<file path="config.mk">
export PLATFORM = sky130hd
export DESIGN_NAME = toy_loader_sequencer
export DESIGN_NICKNAME = d
export VERILOG_FILES = /design/src/rtl/toy_loader_pkg.sv /design/src/rtl/toy_loader_rr_arbiter.sv /design/src/rtl/toy_loader_sequencer.sv
export SDC_FILE = /design/constraint.sdc
export NUM_CORES = 1
export LEC_CHECK = 0
export ABC_AREA = 1
export CAP_MARGIN = 5
export CELL_PAD_IN_SITES_DETAIL_PLACEMENT = 0
export CELL_PAD_IN_SITES_GLOBAL_PLACEMENT = 1
export CORE_ASPECT_RATIO = 0.8
export CORE_MARGIN = 8
export CORE_UTILIZATION = 37
export DETAILED_ROUTE_END_ITERATION = 10
export PLACE_DENSITY_LB_ADDON = 0.1
export SLEW_MARGIN = 40
export SYNTH_ARGS = -nofsm -noshare
export SYNTH_HDL_FRONTEND = slang
export SYNTH_HIERARCHICAL = 1
export SYNTH_SLANG_ARGS = --single-unit
</file>
<file path="constraint.sdc">
create_clock -name clk -period 3.6 [get_ports clk]
set_clock_uncertainty 0.1 [all_clocks]
set_input_delay 1.08 -clock clk [delete_from_list [all_inputs] [get_ports clk]]
set_output_delay 1.08 -clock clk [all_outputs]
set_load 0.05 [all_outputs]
</file>
<file path="src/rtl/toy_loader_pkg.sv">
// Shared types and defaults for the toy loader sequencer.
// Imported by the arbiter and the sequencer top.
package toy_loader_pkg;

    localparam int N_REQ_DEF      = 4;
    localparam int DATA_W_DEF     = 8;
    localparam int CLR_CYCLES_DEF = 2;

    typedef enum logic [1:0] {
        IDLE  = 2'd0,
        SETUP = 2'd1,
        LOAD  = 2'd2,
        CLEAR = 2'd3
    } state_e;

    function automatic int idx_w(input int n);
        return (n > 1) ? $clog2(n) : 1;
    endfunction

endpackage

</file>
<file path="src/rtl/toy_loader_rr_arbiter.sv">
// Combinational round-robin arbiter.
// Search starts at ptr_i and wraps; the first set request wins.
module rr_arbiter
    import toy_loader_pkg::*;
#(
    parameter  int N  = N_REQ_DEF,
    localparam int IW = idx_w(N)
) (
    input  logic [N-1:0]  req_i,
    input  logic [IW-1:0] ptr_i,
    output logic [N-1:0]  gnt_o,
    output logic [IW-1:0] idx_o
);

    logic found;

    always_comb begin
        gnt_o = '0;
        idx_o = '0;
        found = 1'b0;
        for (int k = 0; k < N; k++) begin
            if (!found && req_i[(int'(ptr_i) + k) % N]) begin
                found = 1'b1;
                gnt_o[(int'(ptr_i) + k) % N] = 1'b1;
                idx_o = IW'((int'(ptr_i) + k) % N);
            end
        end
    end

endmodule

</file>
<file path="src/rtl/toy_loader_sequencer.sv">
// Shares one toy loader between N_REQ requesters.
// IDLE arbitrates, SETUP presents data, LOAD strobes, CLEAR resets.
module toy_loader_sequencer
    import toy_loader_pkg::*;
#(
    parameter  int N_REQ      = N_REQ_DEF,
    parameter  int DATA_W     = DATA_W_DEF,
    parameter  int CLR_CYCLES = CLR_CYCLES_DEF,
    localparam int IW         = idx_w(N_REQ)
) (
    input  logic                      clk,
    input  logic                      reset,
    input  logic [N_REQ-1:0]          req_valid,
    input  logic [N_REQ*DATA_W-1:0]   req_data,
    output logic [N_REQ-1:0]          req_ready,
    input  logic                      clear_req,
    output logic                      clear_done,
    output logic [DATA_W-1:0]         ld_data,
    output logic                      ld_load_enable,
    output logic                      ld_reset,
    output logic                      busy,
    output logic [IW-1:0]             grant_id,
    output logic [15:0]               load_count
);

    localparam int CW = idx_w(CLR_CYCLES);

    state_e              state_q, state_d;
    logic [IW-1:0]       ptr_q, ptr_d;
    logic [IW-1:0]       gid_q, gid_d;
    logic [DATA_W-1:0]   data_q, data_d;
    logic                en_q, en_d;
    logic                lrst_q, lrst_d;
    logic [N_REQ-1:0]    rdy_q, rdy_d;
    logic                done_q, done_d;
    logic                busy_q, busy_d;
    logic [15:0]         cnt_q, cnt_d;
    logic [CW-1:0]       clr_q, clr_d;

    logic [N_REQ-1:0]    arb_gnt;
    logic [IW-1:0]       arb_idx;

    rr_arbiter #(.N(N_REQ)) u_arb (
        .req_i (req_valid),
        .ptr_i (ptr_q),
        .gnt_o (arb_gnt),
        .idx_o (arb_idx)
    );

    always_comb begin
        state_d = state_q;
        ptr_d   = ptr_q;
        gid_d   = gid_q;
        data_d  = data_q;
        en_d    = 1'b0;
        lrst_d  = 1'b0;
        rdy_d   = '0;
        done_d  = 1'b0;
        cnt_d   = cnt_q;
        clr_d   = clr_q;
        unique case (state_q)
            IDLE: begin
                if (clear_req) begin
                    state_d = CLEAR;
                    lrst_d  = 1'b1;
                    cnt_d   = '0;
                    clr_d   = '0;
                end else if (|req_valid) begin
                    state_d = SETUP;
                    rdy_d   = arb_gnt;
                    gid_d   = arb_idx;
                    data_d  = req_data[int'(arb_idx)*DATA_W +: DATA_W];
                    ptr_d   = (arb_idx == IW'(N_REQ - 1)) ? '0
                            : arb_idx + IW'(1);
                end
            end
            SETUP: begin
                state_d = LOAD;
                en_d    = 1'b1;
            end
            LOAD: begin
                state_d = IDLE;
                cnt_d   = cnt_q + 16'd1;
            end
            CLEAR: begin
                if (clr_q == CW'(CLR_CYCLES - 1)) begin
                    state_d = IDLE;
                    done_d  = 1'b1;
                end else begin
                    lrst_d = 1'b1;
                    clr_d  = clr_q + CW'(1);
                end
            end
            default: state_d = IDLE;
        endcase
        busy_d = (state_d != IDLE);
    end

    always_ff @(posedge clk or negedge reset) begin
        if (!reset) begin
            state_q <= IDLE;
            ptr_q   <= '0;
            gid_q   <= '0;
            data_q  <= '0;
            en_q    <= 1'b0;
            lrst_q  <= 1'b0;
            rdy_q   <= '0;
            done_q  <= 1'b0;
            busy_q  <= 1'b0;
            cnt_q   <= '0;
            clr_q   <= '0;
        end else begin
            state_q <= state_d;
            ptr_q   <= ptr_d;
            gid_q   <= gid_d;
            data_q  <= data_d;
            en_q    <= en_d;
            lrst_q  <= lrst_d;
            rdy_q   <= rdy_d;
            done_q  <= done_d;
            busy_q  <= busy_d;
            cnt_q   <= cnt_d;
            clr_q   <= clr_d;
        end
    end

    assign req_ready      = rdy_q;
    assign clear_done     = done_q;
    assign ld_data        = data_q;
    assign ld_load_enable = en_q;
    assign ld_reset       = lrst_q;
    assign busy           = busy_q;
    assign grant_id       = gid_q;
    assign load_count     = cnt_q;

endmodule

</file>
=== Yosys cells after proc, flatten, opt, wreduce, memory -nomap -nowiden ===
Index checks and enable logic that the tools add are counted.

* $add $sub $neg: 6
* Order comparisons: 8
* Eq/ne operators: 5
* Shifts and indexed selects: 1
* Mux-type cells: 49
* Bitwise operators: 7
* Reductions and logical operators: 21

{| class="wikitable"
|+ Operators with widths
! cell !! number
|-
| 16-bit one-hot mux with 2 select lines || 1
|-
| 32-bit by 6-bit indexed part select with 8-bit output || 1
|-
| 4-bit 2-to-1 mux || 7
|-
| 1-bit 2-to-1 mux || 21
|-
| 16-bit by 1-bit adder with 16-bit output (second input constant) || 1
|-
| 16-bit 2-to-1 mux || 1
|-
| 2-bit 2-to-1 mux || 8
|-
| 3-bit by 4-bit less-than comparator with 1-bit output (second input constant) || 3
|-
| 4-bit bitwise OR || 3
|-
| 3-bit by 1-bit greater-or-equal comparator with 1-bit output (second input constant) || 3
|-
| 1-bit binary-select mux with 2-bit select || 4
|-
| 1-bit demux with 2-bit select || 4
|-
| 2-bit one-hot mux with 4 select lines || 1
|-
| 1-bit logical AND || 7
|-
| 2-bit == test (second input constant) || 3
|-
| 2-bit nonzero test || 3
|-
| 2-bit OR reduction || 3
|-
| 2-bit by 1-bit adder with 2-bit output (second input constant) || 2
|-
| 2-bit adder (second input constant) || 2
|-
| 1-bit one-hot mux with 2 select lines || 2
|-
| 2-bit AND reduction || 2
|-
| 4-bit OR reduction || 1
|-
| 1-bit bitwise AND (first input constant) || 3
|-
| 1-bit zero test || 3
|-
| other kinds (8) || 8
|}

* Bits in registers: 39
* Bits of input ports: 39
* Logic and storage cells: 108

=== Logic depth before layout (Yosys ltp) ===
Gate-level depths: netlist of run 1.

* Depth in word-level cells: 17
* Depth in mapped cells: 16
* Depth with buffers taken out: 13

=== Modules after synthesis ===
Netlist of run 1, hierarchy kept.

{| class="wikitable"
|+ By module, submodules not included
! module !! times used !! cells each !! area an instance (µm²) !! seq. area each (µm²)
|-
| toy_loader_sequencer || 1 || 279 || 2128.3 || 975.9
|-
| rr_arbiter || 1 || 73 || 439.2 || 0.0
|}

=== Worst setup path before layout of run 1 ===
Ideal clock, no wire load.

* Kind: input -> register
* Start point: input req_valid[3]
* End point: register data_q[7], in the netlist ld_data[7]
* Library setup time: 0.123 ns
* Data arrival time: 2.435 ns
* Path slack: 0.941 ns
* Cell stages on the path: 15
* Buffers on the path: 3
* Path through: inv_1 -> nand2_1 -> nand3_4 -> nand2_4 -> nor2_4 -> buf_6 -> nand3_1 -> nand3_1 -> buf_2 -> inv_4 -> buf_2 -> nor2_1 -> nor2_1 -> nor2_1 -> a21oi_1

* Word-level cells in the longest chain between the ends: 13
* Elaborated cells between the ends (all ways): 27

{| class="wikitable"
|+ RTL lines
! element !! line !! RTL
|-
| start, declared || toy_loader_sequencer.sv:13 || <nowiki>input logic [N_REQ-1:0] req_valid,</nowiki>
|-
| 1-bit binary-select mux with 2-bit select || toy_loader_rr_arbiter.sv:22 || <nowiki>if (!found && req_i[(int'(ptr_i) + k) % N]) begin</nowiki>
|-
| 1-bit 2-to-1 mux (not written as such) || toy_loader_rr_arbiter.sv:22 ||
|-
| 1-bit 2-to-1 mux || toy_loader_rr_arbiter.sv:22 ||
|-
| 1-bit zero test || toy_loader_rr_arbiter.sv:22 ||
|-
| 1-bit logical AND || toy_loader_rr_arbiter.sv:22 ||
|-
| 1-bit 2-to-1 mux || toy_loader_rr_arbiter.sv:22 ||
|-
| 1-bit zero test || toy_loader_rr_arbiter.sv:22 ||
|-
| 1-bit logical AND || toy_loader_rr_arbiter.sv:22 ||
|-
| 1-bit 2-to-1 mux || toy_loader_rr_arbiter.sv:22 ||
|-
| 1-bit zero test || toy_loader_rr_arbiter.sv:22 ||
|-
| 1-bit logical AND || toy_loader_rr_arbiter.sv:22 ||
|-
| 2-bit 2-to-1 mux (*) || toy_loader_rr_arbiter.sv:22 ||
|-
| via arb_idx[0] || toy_loader_sequencer.sv:41 || <nowiki>logic [IW-1:0] arb_idx;</nowiki>
|-
| 32-bit by 6-bit indexed part select with 8-bit output (*) || toy_loader_sequencer.sv:72 || <nowiki>data_d = req_data[int'(arb_idx)*DATA_W +: DATA_W];</nowiki>
|-
| end signal, assigned || toy_loader_sequencer.sv:116 || <nowiki>data_q <= data_d;</nowiki>
|-
| end, declared || toy_loader_sequencer.sv:31 || <nowiki>logic [DATA_W-1:0] data_q, data_d;</nowiki>
|}

Mark *: on every way through the listed nets, which the timed path passes. The rest lies on a longest branch. The select of a mux whose other input is x is not followed.
A chain may end at the register's enable or synchronous reset.

=== Worst setup path after layout of run 1 ===
* Start point: input req_valid[3]
* End point: register data_q[1], in the netlist ld_data[1]

Same word-level chain as after synthesis.

==> flow_summary.ini, run 1 <==
[outcome]
run_status = complete, no violations

[sta]
setup_ws_final_ps = 591
post-route-min-period_ps = 3010
tightestPinTransition_ps = 526
finalHoldViolCount = 0
timing.final.setup_violations = 0
period_utilization = 0.836
setup-tns-final_ps = 0
maxClockFrequency_mhz = 332
timing_max_transition_violations_final = 0
max_slew_margin = 0.648
rsz0062_at_grt = false

[global_routing]
grt_max_degree = 40
grt_first_pass_wirelength_mm = 11.5
overflow = 0
globalRouteTotalUtil = 0.143
grt_antenna_before_repair = 0
grt_pass1_vias = 2386

[logic_synthesis]
synth-warning-count = 6
synthesis.area_per_instance_um2 = 7.29
syn_inst = 352
netlist_area_mm2 = 0.00257
synthesis.nets = 402
sequential_share_of_the_synthesized_area = 0.380
ys_ff_latch = 39
synth.distinct_cells = 31

[place]
placement.io_buffers = 72
routabilityCongestion = 0.856
place_hpwl_mm = 5.27
pre_cts_ws_ps = 282

[cts]
cts_setup_buffers = 0
clkLatencyLatePin_ps = 290
cts.root.buffer_cell = clkbuf_8
cts-buffers-inserted = 5
cts.clk_slew.worst_paths_ps = 70
postCtsResizedCells = 0
cts_hold_buffers = 0
clk_path_buf_depth = 2
tritoncts = done
htree_num_levels = 2
clock_sinks = 39

[setup_path]
setup.worst_path.start_class = input port
r2r.worst_path.cells = 14
worst_r2r_endpoint = ld_data[1]
endpoint_kind_of_the_worst_setup_timing_path = flop
required_ps = 3680
reg2reg_setup_slack_ps = 820
critPathKind = in -> reg
r2r-start = ptr_q[0]
critical_path_arrival_ps = 3080
critical_path.max_fanout = 19

[power_and_ir_drop]
vdd.ir_drop.worst_mv = 0.471
powerDensity_mw_per_mm2 = 845
power.leakage_uw = 0.00158

[floorplanning]
io_pins = 73
floorplan.core_area_mm2 = 0.00679
die_w_um = 109
floorplan.initialDensity = 0.378
fp.dieArea_mm2 = 0.00988
placementRows = 27
die_h_um = 90.5

[routing]
drt-total-wl_mm = 6.85
vias_per_cell = 4.89
final_antenna_net_count = 0
vias = 2504
routedWlPerCell_um = 13.4
remaining_drc_errors = 0
detail_route.iter0.violations = 95
first_pass_iters = 5

[cells_and_area]
flow.area_growth_from_synthesis_pct = 34.1
finalNetCount = 475
final_common_cell = nor2_1
layout-drive-gt1-share = 0.101
nFillCells = 684
antenna_cells_inserted = 0
postLayoutCoreUtil = 0.507
most-common-layout-cells = nor2_1 (77), clkdlybuf4s50_1 (71), nand2_1 (62)

[run]
maximum_capacitance_violations = 0

[hold_path]
timing.hold.worst_path_depth = 2
timing.hold.worst.class = reg -> reg
min_from = clr_q
hold_end = clear_done
==> power breakdown <==
group,internal (uW),switching (uW),leakage (uW)
sequential,563,104,0.000503
combinational,635,1310,0.00103
clock,150,149,0.0000470
total,1350,1560,0.00158
==> critical path: stages <==
cell             delay, ps
clkdlybuf4s50_1        460
inv_1                   70
nand2_1                 90
nand3_4                150
nand2_4                 80
nor2_4                 230
nand4_1                130
nand3_1                100
buf_4                  240
inv_4                  120
nor2_1                 100
nor2_1                  50
nor2_1                  90
a21oi_1                 80
==> final cells by class <==
class	count	area (um^2)	area share
clock buffers	6	82.6	0.0240
clock inverters	1	5.00	0.00145
inverters	34	130	0.0378
multi-input cells	271	1410	0.409
flip-flops and latches	39	976	0.283
well taps	87	109	0.0316
repair buffers	74	733	0.213
==> routing by layer <==
metal,global-route usage,up-vias,part of all wire
li1,-,1282,-
met3,0.0514,8,0.087
met4,0.0387,0,0.010
met2,0.198,79,0.40
met1,0.202,1135,0.50
met5,0,-,0
==> stage by stage <==
stage	power [uW]	cell area [um^2]	instances	hold slack (ps)
floorplan	2120	2570	352	359
global placement	2610	3350	505	389
detailed placement	2620	3360	505	373
CTS	2940	3440	512	404
global route	3170	3440	512	428
finish	2910	3440	512	401
==> synthesized netlist by cell type, drive strengths merged <==
cell / n / area, um^2
nor2: 82 / 344
nand2: 78 / 362
dfrtp: 39 / 976
inv: 34 / 130
a21oi: 29 / 149
nand3: 28 / 163
o21ai: 25 / 125
ha: 11 / 138
nand4: 8 / 50.1
buf: 7 / 50.1
a21boi: 4 / 30.0
nor3: 2 / 10.0
a211oi: 1 / 7.51
a22o: 1 / 10.0
clkbuf: 1 / 3.75
o21a: 1 / 7.51
o31ai: 1 / 12.5
==> flip-flops by register name (all words and copies together) (netlist names) <==
name            cells
state_q             2
ld_data             8
grant_id            2
ptr_q               2
ld_load_enable      1
req_ready           4
ld_reset            1
clear_done          1
load_count         16
busy                1
clr_q               1
==> cell families (layout without fill, tap and decap cells) <==
family / Yosys count / in the layout / share of synthesized area
AND/OR/NAND/NOR: 198 / 198 / 0.362
buffers and inverters: 42 / 115 / 0.0716
flip-flops: 39 / 39 / 0.380
AO/OA/AOI/OAI: 62 / 62 / 0.133
adder cells (fa/ha/maj): 11 / 11 / 0.0536
==> worst max path at each step <==
stage	startpoint	end	slack (ps)	cells past startpoint
final	req_valid[3]	ld_data[1]	590	14
after global routing	req_valid[1]	ld_data[0]	360	14
after CTS	req_valid[1]	ld_data[1]	600	14
after detailed placement	req_valid[1]	ld_data[1]	280	14
after global placement	req_valid[3]	ld_data[1]	360	14
after floorplan	req_valid[3]	ld_data[7]	940	15
No activity file was read; power rests on OpenSTA's default activity.
==> run 2: changes to the inputs <==
--- a/config.mk
+++ b/config.mk
@@ -11,7 +11,7 @@
 export CELL_PAD_IN_SITES_GLOBAL_PLACEMENT = 1
 export CORE_ASPECT_RATIO = 0.8
 export CORE_MARGIN = 8
-export CORE_UTILIZATION = 37
+export CORE_UTILIZATION = 34
 export DETAILED_ROUTE_END_ITERATION = 10
 export PLACE_DENSITY_LB_ADDON = 0.1
 export SLEW_MARGIN = 40
==> constraint.sdc (replaced) <==
create_clock -name clk -period 2.9 [get_ports clk]
set_clock_uncertainty 0.1 [all_clocks]
set_input_delay 0.87 -clock clk [delete_from_list [all_inputs] [get_ports clk]]
set_output_delay 0.87 -clock clk [all_outputs]
set_load 0.05 [all_outputs]
==> flow_summary.ini, run 2 (synthesis gave the netlist of run 1 again) <==
[setup_path]
reg2reg_setup_slack_ps = 580
cpMaxStageDelayCell = clkdlybuf4s50_1
r2r.worst_path.cells = 14
critical_path.max_fanout = 18
critPathBufInv = 4
required_ps = 3010
critical_path_arrival_ps = 2810
r2r-start = ptr_q[1]
endpoint_kind_of_the_worst_setup_timing_path = flop
cp_common_cell = nor2_1
setup.worst_path.start_class = input port
critPathKind = in -> reg
timing.critical_path.max_delay_family = buffers and inverters
cpPeakStageDelay_ps = 510
worst_r2r_endpoint = ld_data[2]
worstPathCellList = clkdlybuf4s50_1, inv_1, nand2_1, nand3_4, nand2_4, nor2_2, a21oi_1, nand3_1, buf_12, inv_4, nor2_1, nor2_1, nor2_1, a21oi_1

[hold_path]
hold_end = grant_id[1]
timing.hold.worst.class = reg -> reg
min_from = grant_id[1]
timing.hold.worst_path_depth = 2

[floorplanning]
floorplan.core_area_mm2 = 0.00736
placementRows = 28
io_pins = 73
floorplan.initialDensity = 0.349
fp.dieArea_mm2 = 0.0106
die_h_um = 93.7
die_w_um = 113

[routing]
detail_route.iter0.violations = 97
first_pass_iters = 4
drt-total-wl_mm = 7.18
vias_per_cell = 4.70
remaining_drc_errors = 0
routedWlPerCell_um = 13.5
final_antenna_net_count = 0
vias = 2507

[cts]
clock_sinks = 39
tritoncts = done
postCtsResizedCells = 0
cts_setup_buffers = 0
clkLatencyLatePin_ps = 290
cts.root.buffer_cell = clkbuf_8
htree_num_levels = 2
cts-buffers-inserted = 5
cts_hold_buffers = 0
cts.clk_slew.worst_paths_ps = 70
clk_path_buf_depth = 2

[sta]
setup_ws_final_ps = 209
period_utilization = 0.928
post-route-min-period_ps = 2690
timing_max_transition_violations_final = 0
tightestPinTransition_ps = 598
finalHoldViolCount = 0
max_slew_margin = 0.601
timing.final.setup_violations = 0
rsz0062_at_grt = false
maxClockFrequency_mhz = 372

[global_routing]
grt_first_pass_wirelength_mm = 11.8
grt_antenna_before_repair = 0
grt_max_degree = 27
globalRouteTotalUtil = 0.135
most_crowded_layer_after_global_routing = met2
grt_util_met3 = 0.0475
global_route.usage.met1 = 0.183
overflow = 0
grt_pass1_vias = 2454
use_met2 = 0.202

[power_and_ir_drop]
vdd.ir_drop.worst_mv = 0.559
powerDensity_mw_per_mm2 = 1090
total_power_uw = 3930
power.leakage_uw = 0.00167

[place]
placement.io_buffers = 72
pre_cts_ws_ps = -83.4
routabilityCongestion = 0.758
place_hpwl_mm = 5.62
place_area_mm2 = 0.00350

[cells_and_area]
finalNetCount = 492
antenna_cells_inserted = 0
largest_register_ff_count = 16
layout-drive-gt1-share = 0.135
final_common_cell = nor2_1
most-common-layout-cells = nor2_1 (77), clkdlybuf4s50_1 (71), nand2_1 (62)
flow.area_growth_from_synthesis_pct = 40.1
finish.instance_area_mm2 = 0.00360

[run]
maximum_capacitance_violations = 0

[outcome]
run_status = complete, no violations
==> run 2: cell count changes in the layout (fill, tap and decap cells not counted), sizes merged <==
cell,delta
clkinv,-1
buf,+17
clkbuf,+2
==> run 2: stage by stage <==
stage                     TNS, ps   util  instances  hold WS, ps
final                           0  0.489        533          382
after global routing            0  0.489        533          448
after CTS                       0  0.489        533          392
after detailed placement     -394  0.475        525          370
after global placement      -52.5  0.475        525          362
after floorplan                 0      -        352          359
==> run 2: how the worst max path moves through the flow <==
stage                  from    endpoint  slack, ps  depth (start not counted)
2_1_floorplan  req_valid[3]  ld_data[7]        450                         15
3_3_place_gp   req_valid[3]  ld_data[2]        -30                         14
3_5_place_dp   req_valid[3]  ld_data[2]        -80                         14
4_1_cts        req_valid[3]  ld_data[2]        220                         14
5_1_grt        req_valid[3]  ld_data[1]         70                         14
6_report       req_valid[3]  ld_data[2]        210                         14
==> run 2: routing by layer <==
layer,share of wire,wire length [um]
met1,0.51,3650
met2,0.41,2960
met3,0.074,530
met4,0.0057,41
met5,0,0
==> run 2: layout make-up <==
| cell class | count | area (um^2) |
|---|---|---|
| Clock buffer | 8 | 100 |
| Fill cell | 746 | 3760 |
| Inverter | 34 | 130 |
| Multi-Input combinational cell | 271 | 1410 |
| Sequential cell | 39 | 976 |
| Tap cell | 90 | 113 |
| Timing Repair Buffer | 91 | 871 |
==> run 2: power by group <==
group | total (uW) | switching [uW] | leakage (uW) | internal, uW
registers | 795 | 95.5 | 0.000503 | 700
clock network | 408 | 190 | 0.0000515 | 217
logic | 2720 | 1710 | 0.00112 | 1010
total | 3930 | 2000 | 0.00167 | 1930
==> run 2: tightest hold or removal path: stages (launching register included) <==
cell and delay (ps):
dfrtp_1 350, nand2_1 50, nand2_1 50
